`config.mk`:
```
export PLATFORM = sky130hd
export DESIGN_NAME = and_arbiter_ctrl
export DESIGN_NICKNAME = d
export VERILOG_FILES = /design/src/rtl/and_arb_pkg.sv /design/src/rtl/and_datapath.sv /design/src/rtl/and_arbiter_ctrl.sv
export SDC_FILE = /design/constraint.sdc
export NUM_CORES = 1
export LEC_CHECK = 0
export CELL_PAD_IN_SITES_DETAIL_PLACEMENT = 0
export CELL_PAD_IN_SITES_GLOBAL_PLACEMENT = 2
export CORE_ASPECT_RATIO = 0.8
export CORE_MARGIN = 1
export CORE_UTILIZATION = 29
export CTS_BUF_LIST = sky130_fd_sc_hd__clkbuf_4
export CTS_CLUSTER_DIAMETER = 50
export CTS_CLUSTER_SIZE = 20
export DETAILED_ROUTE_END_ITERATION = 8
export PLACE_DENSITY = 0.87
export SYNTH_ARGS = -nofsm -noshare
export SYNTH_HDL_FRONTEND = slang
export SYNTH_SLANG_ARGS = --single-unit
```
`constraint.sdc`:
```
create_clock -name clk -period 6.45 [get_ports clk]
set_clock_uncertainty 0.05 [all_clocks]
set_input_delay 0.9675 -clock clk [delete_from_list [all_inputs] [get_ports clk]]
set_output_delay 0.9675 -clock clk [all_outputs]
set_load 0.02 [all_outputs]
```
`src/rtl/and_arb_pkg.sv`:
```
// Shared types and the round-robin pick helper for the AND-datapath arbiter.
package and_arb_pkg;

    localparam int unsigned MAX_REQ = 16;
    localparam int unsigned MAX_IDW = 4;

    typedef enum logic [1:0] {
        IDLE = 2'd0,
        EXEC = 2'd1,
        RESP = 2'd2
    } state_t;

    typedef struct packed {
        logic               found;
        logic [MAX_IDW-1:0] idx;
    } rr_pick_t;

    // Scans ptr, ptr+1, ... mod n_req and returns the first requesting index.
    function automatic rr_pick_t rr_pick(
        input logic [MAX_REQ-1:0] req,
        input logic [MAX_IDW-1:0] ptr,
        input int unsigned        n_req
    );
        rr_pick_t           res;
        logic [MAX_IDW-1:0] idx;
        int unsigned        pos;
        res = '0;
        for (int unsigned k = 0; k < MAX_REQ; k++) begin
            pos = (32'(ptr) + k) % n_req;
            idx = pos[MAX_IDW-1:0];
            if (k < n_req && !res.found && req[idx]) begin
                res.found = 1'b1;
                res.idx   = idx;
            end
        end
        return res;
    endfunction

endpackage

```
`src/rtl/and_datapath.sv`:
```
// Combinational WIDTH-bit bitwise AND unit shared by all requesters.
module and_datapath #(
    parameter int unsigned WIDTH = 8
) (
    input  logic [WIDTH-1:0] a,
    input  logic [WIDTH-1:0] b,
    output logic [WIDTH-1:0] y
);

    assign y = a & b;

endmodule

```
`src/rtl/and_arbiter_ctrl.sv`:
```
// Round-robin arbiter time-multiplexing one registered AND datapath among
// N_REQ requesters, with a single valid/ready tagged response port.
module and_arbiter_ctrl #(
    parameter  int unsigned N_REQ = 4,
    parameter  int unsigned WIDTH = 8,
    localparam int unsigned IDW   = (N_REQ > 1) ? $clog2(N_REQ) : 1
) (
    input  logic                   clk,
    input  logic                   rst,
    input  logic [N_REQ-1:0]       req,
    input  logic [N_REQ*WIDTH-1:0] a_in,
    input  logic [N_REQ*WIDTH-1:0] b_in,
    output logic [N_REQ-1:0]       gnt,
    output logic                   rsp_valid,
    input  logic                   rsp_ready,
    output logic [WIDTH-1:0]       rsp_data,
    output logic [IDW-1:0]         rsp_id,
    output logic                   busy
);

    import and_arb_pkg::*;

    state_t               state;
    logic [IDW-1:0]       ptr;
    logic [IDW-1:0]       lat_id;
    logic [WIDTH-1:0]     lat_a;
    logic [WIDTH-1:0]     lat_b;
    logic [WIDTH-1:0]     dp_y;
    logic [MAX_REQ-1:0]   req_pad;
    logic [MAX_IDW-1:0]   ptr_pad;
    rr_pick_t             pick;
    logic [IDW-1:0]       win;
    logic                 xfer;
    logic [WIDTH-1:0]     a_arr [N_REQ];
    logic [WIDTH-1:0]     b_arr [N_REQ];

    for (genvar i = 0; i < N_REQ; i++) begin : g_slice
        assign a_arr[i] = a_in[i*WIDTH +: WIDTH];
        assign b_arr[i] = b_in[i*WIDTH +: WIDTH];
    end

    // Grant is combinational from req so a request can transfer in its first IDLE cycle.
    always_comb begin
        req_pad              = '0;
        req_pad[N_REQ-1:0]   = req;
        ptr_pad              = '0;
        ptr_pad[IDW-1:0]     = ptr;
        pick                 = rr_pick(req_pad, ptr_pad, N_REQ);
        win                  = IDW'(pick.idx);
        gnt                  = '0;
        if (state == IDLE && !rst && pick.found) begin
            gnt[win] = 1'b1;
        end
        xfer = |(req & gnt);
    end

    and_datapath #(.WIDTH(WIDTH)) u_datapath (
        .a (lat_a),
        .b (lat_b),
        .y (dp_y)
    );

    always_ff @(posedge clk or posedge rst) begin
        if (rst) begin
            state     <= IDLE;
            ptr       <= '0;
            lat_id    <= '0;
            lat_a     <= '0;
            lat_b     <= '0;
            rsp_valid <= 1'b0;
            rsp_data  <= '0;
            rsp_id    <= '0;
            busy      <= 1'b0;
        end else begin
            case (state)
                IDLE: begin
                    if (xfer) begin
                        lat_id <= win;
                        lat_a  <= a_arr[win];
                        lat_b  <= b_arr[win];
                        ptr    <= (win == IDW'(N_REQ - 1)) ? '0 : win + 1'b1;
                        busy   <= 1'b1;
                        state  <= EXEC;
                    end
                end
                EXEC: begin
                    rsp_data  <= dp_y;
                    rsp_id    <= lat_id;
                    rsp_valid <= 1'b1;
                    state     <= RESP;
                end
                RESP: begin
                    if (rsp_ready) begin
                        rsp_valid <= 1'b0;
                        busy      <= 1'b0;
                        state     <= IDLE;
                    end
                end
                default: state <= IDLE;
            endcase
        end
    end

endmodule

```
# Word-level counts from Yosys, hierarchy flattened
# Index checks and enable logic that the tools add are counted.
[totals]
register_bits = 34
input_bits = 71
elab_cells = 75
[classes]
add_sub_neg = 4
order_cmp = 7
n_eq_ne = 5
mux = 29
bitwise = 3
n_reduce_logical = 18
[ops]
columns = ["cell", "count"]
rows = [
  ["binary-select mux 8 bit (select 2 bit)", 2],
  ["2-to-1 mux 8 bit", 4],
  ["< comparator 2 x 5 -> 1 bit, second input constant", 4],
  ["2-to-1 mux 5 bit", 4],
  ["bitwise AND 8 bit", 1],
  ["binary-select mux 1 bit (select 2 bit)", 4],
  ["2-to-1 mux 1 bit", 7],
  ["logical AND 1 bit", 6],
  ["2-to-1 mux 2 bit", 3],
  ["one-hot mux 2 bit (3 select lines)", 1],
  ["AND reduction 2 bit", 3],
  ["adder 2 x 1 -> 2 bit, second input constant", 2],
  ["adder 2 bit, second input constant", 2],
  ["bitwise AND 4 bit", 1],
  ["equality test 2 bit, second input constant", 2],
  ["logical NOT 1 bit", 4],
  ["2-to-1 mux 4 bit", 1],
  ["!= test 2 bit, second input constant", 2],
  ["one-hot mux 1 bit (2 select lines)", 2],
  ["nonzero test 2 bit", 2],
  ["OR reduction 4 bit", 1],
  ["greater-or-equal comparator 3 bit, second input constant", 1],
  ["< comparator 2 x 3 -> 1 bit, second input constant", 1],
  ["inverter 2 -> 3 bit", 1],
  ["other kinds (5)", 5],
]

# Logic depth before layout (Yosys ltp)
[logic_depth]
word_depth = 21
ltp_mapped = 11

# Hierarchy
# Synthesis repeated with hierarchy kept, for this count alone.
[unflattened]
cells_unflattened = 243
hier_area_um2 = 2179.6
[by_module_without_submodules]
columns = ["module", "n_inst", "cells_per_inst", "area_per_inst_um2", "seq_area_each_um2"]
rows = [
  ["and_arbiter_ctrl", 1, 235, 2129.5, 850.8],
  ["and_datapath", 1, 8, 50.0, 0.0],
]

# Worst setup path after synthesis
# Ideal clock, no wire load.
[synth_path]
path_kind = "in2out"
start = "in req[2]"
end = "out gnt[1]"
t_arrival_ps = 2369
required_ps = 5432
path_slack_ps = 3063
path_stages = 5
n_path_buf = 1
cell_sequence = "mux2i_1 > nor2_1 > a311oi_4 > buf_4 > nor3b_1"
[synth_via]
elab_chain_cells = 17
[synth_rtl]
columns = ["item", "line_no", "text"]
rows = [
  ["start, declared", "and_arbiter_ctrl.sv:10", "input logic [N_REQ-1:0] req,"],
  ["binary-select mux 1 bit (select 2 bit)", "and_arb_pkg.sv:31", "if (k < n_req && !res.found && req[idx]) begin"],
  ["2-to-1 mux 1 bit (not written as such)", "and_arb_pkg.sv:31", ""],
  ["2-to-1 mux 5 bit", "and_arb_pkg.sv:31", ""],
  ["logical NOT 1 bit", "and_arb_pkg.sv:31", ""],
  ["logical AND 1 bit", "and_arb_pkg.sv:31", ""],
  ["2-to-1 mux 5 bit", "and_arb_pkg.sv:31", ""],
  ["logical NOT 1 bit", "and_arb_pkg.sv:31", ""],
  ["logical AND 1 bit", "and_arb_pkg.sv:31", ""],
  ["2-to-1 mux 5 bit", "and_arb_pkg.sv:31", ""],
  ["logical NOT 1 bit", "and_arb_pkg.sv:31", ""],
  ["logical AND 1 bit", "and_arb_pkg.sv:31", ""],
  ["2-to-1 mux 5 bit (*)", "and_arb_pkg.sv:31", ""],
  ["< comparator 2 x 3 -> 1 bit (not written as such) / greater-or-equal comparator 2 x 1 -> 1 bit (equally long branches)", "and_arbiter_ctrl.sv:52", "gnt[win] = 1'b1;"],
  ["logical AND 1 bit (not written as such)", "and_arbiter_ctrl.sv:52", ""],
  ["2-to-1 mux 1 bit (not written as such)", "and_arbiter_ctrl.sv:52", ""],
  ["demux 1 bit (select 2 bit)", "and_arbiter_ctrl.sv:52", ""],
  ["2-to-1 mux 4 bit (*)", "and_arbiter_ctrl.sv:51", "if (state == IDLE && !rst && pick.found) begin"],
  ["end, declared", "and_arbiter_ctrl.sv:13", "output logic [N_REQ-1:0] gnt,"],
]
# Every way passes the cells marked *; elsewhere a longest branch is shown, timed or not. The select of a mux whose other input is x is not followed.

# Worst setup path after layout
[layout_path]
start = "in req[0]"
end = "out gnt[3]"
# Same word-level chain as after synthesis.

==> metrics.txt <==
# TYPE chip_impl_metric gauge
chip_impl_metric{name="antenna_left",unit=""} 0
chip_impl_metric{name="grt_overflow",unit=""} 0
chip_impl_metric{name="layout_overhead_on_the_synthesized_area",unit="%"} 46.3
chip_impl_metric{name="worst_pin_slew",unit="ns"} 1.00
chip_impl_metric{name="synth_cell_type_count",unit=""} 25
chip_impl_info{name="cts_tree",value="yes"} 1
chip_impl_metric{name="cts_hold_repair.buffers",unit=""} 0
chip_impl_metric{name="design_area",unit="um2"} 3000
chip_impl_metric{name="totalNegativeSetupSlack",unit="ns"} 0
chip_impl_metric{name="critPathArrivalTime",unit="ns"} 3.61
chip_impl_metric{name="synthArstFlopShare",unit=""} 1.00
chip_impl_metric{name="num-fill-cells",unit=""} 669
chip_impl_metric{name="timing.final.setup_violations",unit=""} 0
chip_impl_metric{name="final_net_count",unit=""} 325
chip_impl_metric{name="post_synth_xor_area_fraction",unit=""} 0
chip_impl_metric{name="detailed_place.area",unit="um2"} 2950
chip_impl_info{name="ys.flop_type",value="sky130_fd_sc_hd__dfrtp_1"} 1
chip_impl_metric{name="numPortBuffers",unit=""} 86
chip_impl_metric{name="placement_rows",unit=""} 27
chip_impl_metric{name="gpl.final_weighted_congestion",unit=""} 0.644
chip_impl_info{name="run_status",value="finished clean"} 1
chip_impl_metric{name="synth-compound-area-share",unit=""} 0.0823
chip_impl_metric{name="period_minus_slack",unit="ns"} 4.62
chip_impl_metric{name="drive_gt1_frac",unit=""} 0.130
chip_impl_metric{name="post_synth_inst_count",unit=""} 168
chip_impl_metric{name="final-seq-area",unit="um2"} 851
chip_impl_metric{name="cts_setup_buffers",unit=""} 0
chip_impl_metric{name="fmax",unit="MHz"} 216
chip_impl_metric{name="cp.required",unit="ns"} 5.43
chip_impl_metric{name="synthAdderAreaFrac",unit=""} 0.00610
chip_impl_metric{name="grt_use_total",unit=""} 0.121
chip_impl_metric{name="routedWlPerCell",unit="um"} 13.3
chip_impl_metric{name="number_of_buffers_inserted_during_clock_tree_synthesis",unit=""} 5
chip_impl_metric{name="final_hold_violations",unit=""} 0
chip_impl_metric{name="synth_area",unit="um2"} 2050
chip_impl_metric{name="antenna_found_initial",unit=""} 0
chip_impl_metric{name="fp.dieW",unit="um"} 96.0
chip_impl_info{name="path_class",value="input pin to primary output"} 1
chip_impl_metric{name="wl",unit="um"} 4540
chip_impl_metric{name="tritoncts_num_sinks",unit=""} 34
chip_impl_info{name="hold_class",value="register to register"} 1
chip_impl_info{name="cts_root_buffer",value="sky130_fd_sc_hd__clkbuf_4"} 1
chip_impl_metric{name="initial_utilization",unit=""} 0.299
chip_impl_metric{name="worst_path_largest_cell_delay",unit="ns"} 0.79
chip_impl_metric{name="core_area",unit="um2"} 6860
chip_impl_metric{name="first_global_vias",unit=""} 1454
chip_impl_metric{name="ys_seq_area_frac",unit=""} 0.415
chip_impl_metric{name="number_of_maximum_capacitance_constraint_violations",unit=""} 0
chip_impl_metric{name="max-clock-path-buffers",unit=""} 2
chip_impl_info{name="cells_along_the_critical_path",value="clkdlybuf4s50_1 > mux2i_1 > nor2_1 > a311oi_4 > ha_1 > inv_1 > nor2_1 > clkdlybuf4s50_1"} 1
chip_impl_metric{name="slew_margin_rel",unit=""} 0.333
chip_impl_metric{name="ys_ff_latch",unit=""} 34
chip_impl_metric{name="synthSimpleGateAreaFrac",unit=""} 0.0616
chip_impl_metric{name="detailedPlacementHpwl",unit="um"} 3320
chip_impl_metric{name="top_level_ports",unit=""} 87
chip_impl_metric{name="power_density",unit="nW/um2"} 356
chip_impl_metric{name="synth_edf_count",unit=""} 0
chip_impl_info{name="end_kind",value="primary output"} 1
chip_impl_info{name="combinational_family_with_the_most_area_after_synthesis",value="multiplexers"} 1
chip_impl_metric{name="power.ir.vdd_worst",unit="uV"} 187
chip_impl_metric{name="timing.final.crit_share",unit=""} 0.717
chip_impl_info{name="worst_path_max_delay_cell",value="sky130_fd_sc_hd__a311oi_4"} 1
chip_impl_metric{name="first_pass_iters",unit=""} 4
chip_impl_info{name="grt_setup_unrepaired",value="no"} 1
chip_impl_metric{name="mappedNetlistNets",unit=""} 240
chip_impl_metric{name="cts.htree.levels",unit=""} 2
chip_impl_metric{name="multiInputGateArea",unit="um2"} 1090
chip_impl_metric{name="clock_insertion_delay_worst_skew",unit="ns"} 0.32
chip_impl_metric{name="detail_route.drc_violations",unit=""} 0
chip_impl_metric{name="post_cts.resized_instances",unit=""} 0
chip_impl_metric{name="worstPathMaxFanout",unit=""} 13
chip_impl_metric{name="synth-warning-count",unit=""} 0
chip_impl_metric{name="grt_first_pass_wirelength",unit="um"} 6970
chip_impl_metric{name="cts.clk_slew.worst_paths",unit="ns"} 0.10
chip_impl_metric{name="die-height",unit="um"} 77.2
chip_impl_metric{name="slew_viol_final",unit=""} 0
chip_impl_info{name="critPathLaunchType",value="input pin"} 1
chip_impl_metric{name="vias",unit=""} 1522
chip_impl_metric{name="post_synth_mux_area_share",unit=""} 0.384
chip_impl_metric{name="drtIter0Drc",unit=""} 26
chip_impl_metric{name="post_drt_via_cell_ratio",unit=""} 4.46
chip_impl_metric{name="post_synth.cell_area_avg",unit="um2"} 12.2
chip_impl_metric{name="total_die_area",unit="um2"} 7420
chip_impl_metric{name="total_leakage_power",unit="nW"} 1.32
chip_impl_metric{name="ant_diodes",unit=""} 0
chip_impl_metric{name="largest_net_degree_at_the_start_of_global_routing",unit=""} 39
## Yosys cell counts (2+ instances only)
library cell               number  area share
sky130_fd_sc_hd__nor3_1         2      0.0049
sky130_fd_sc_hd__buf_6          6       0.033
sky130_fd_sc_hd__mux2_4        16        0.12
sky130_fd_sc_hd__a21oi_1        4      0.0098
sky130_fd_sc_hd__nor2_1         3      0.0055
sky130_fd_sc_hd__mux2i_1       49        0.24
sky130_fd_sc_hd__dfrtp_1       34        0.41
sky130_fd_sc_hd__nor3b_1        2      0.0073
sky130_fd_sc_hd__inv_1          5      0.0091
sky130_fd_sc_hd__nand2_1       17       0.031
sky130_fd_sc_hd__clkbuf_1       2      0.0037
sky130_fd_sc_hd__mux2_2         4       0.022
sky130_fd_sc_hd__nand2b_1       3      0.0091
sky130_fd_sc_hd__o21ai_1       10       0.024
## metal layers
metal | vias up | share of wire | GRT usage
li1 | 769 | - | -
met1 | 708 | 0.50 | 0.174
met2 | 43 | 0.44 | 0.183
met3 | 2 | 0.051 | 0.0228
met4 | 0 | 0.0060 | 0.0358
met5 | - | 0 | 0
## state kept, by name, summed over array words and instances, names as in the netlist
| register | count |
|---|---|
| busy | 1 |
| lat_a | 8 |
| rsp_data | 8 |
| state | 2 |
| rsp_id | 2 |
| ptr | 2 |
| lat_id | 2 |
| rsp_valid | 1 |
| lat_b | 8 |
## stage by stage
step	setup slack, ns	total power, mW	std cells	utilization	hold slack [ns]
after floorplan	3.06	0.809	168	-	0.408
after global placement	1.85	0.960	333	0.430	0.417
after detailed placement	1.83	0.967	333	0.430	0.425
after CTS	1.81	1.09	341	0.438	0.450
after global routing	1.69	1.15	341	0.438	0.463
final	1.83	1.07	341	0.438	0.442
## layout by cell type, fill, tap and decap left out, types with 2 or more instances in the layout
cell,netlist,routed
sky130_fd_sc_hd__nand2b_1,3,3
sky130_fd_sc_hd__clkdlybuf4s50_1,0,86
sky130_fd_sc_hd__mux2_2,4,4
sky130_fd_sc_hd__dfrtp_1,34,34
sky130_fd_sc_hd__buf_4,1,2
sky130_fd_sc_hd__inv_1,5,5
sky130_fd_sc_hd__nor2_1,3,3
sky130_fd_sc_hd__nand2_1,17,17
sky130_fd_sc_hd__nor3b_1,2,2
sky130_fd_sc_hd__nor3_1,2,2
sky130_fd_sc_hd__o21ai_1,10,10
sky130_fd_sc_hd__mux2_4,16,16
sky130_fd_sc_hd__mux2i_1,49,49
sky130_fd_sc_hd__clkbuf_4,0,6
sky130_fd_sc_hd__a21oi_1,4,4
## report_power, final
group,leakage [nW],internal [mW],total [mW],switching (mW)
Combinational,0.875,0.329,0.584,0.255
Sequential,0.411,0.312,0.371,0.0591
Clock,0.0331,0.0452,0.114,0.0692
Total,1.32,0.686,1.07,0.383
## worst max-delay path: cells and delay by family
| family | cells | cell delay [ns] |
|---|---|---|
| compound gates | 1 | 0.79 |
| fa+ha+maj | 1 | 0.30 |
| buf+inv | 3 | 1.18 |
| mux | 1 | 0.18 |
| simple gates | 2 | 0.19 |
## area by class of cell
class                   count  area share
multi-input cells         119       0.365
repair buffers             88       0.292
flip-flops and latches     34       0.283
well taps                  87      0.0362
clock buffers               6      0.0150
inverters                   5     0.00625
clock inverters             2     0.00292
## worst paths after layout
kind / start / endpoint / slack [ns] / depth (start not counted)
min reg2reg: rsp_data[7] / rsp_data[7] / 0.44 / 2
max reg2reg: ptr[1] / lat_b[6] / 3.06 / 7
min in group asynchronous: rst / state[1] / 1.02 / 3
min: rsp_data[7] / rsp_data[7] / 0.44 / 2
max: req[0] / gnt[3] / 1.83 / 8
max in group asynchronous: rst / ptr[1] / 5.02 / 3
## kinds of logic after synthesis
family / Yosys count
DFF: 34
adders and majority gates: 1
and+or+nand+nor: 28
AOI/OAI and AO/OA: 20
muxes: 70
buffers and inverters: 15
(Power assumes the default switching activity.)
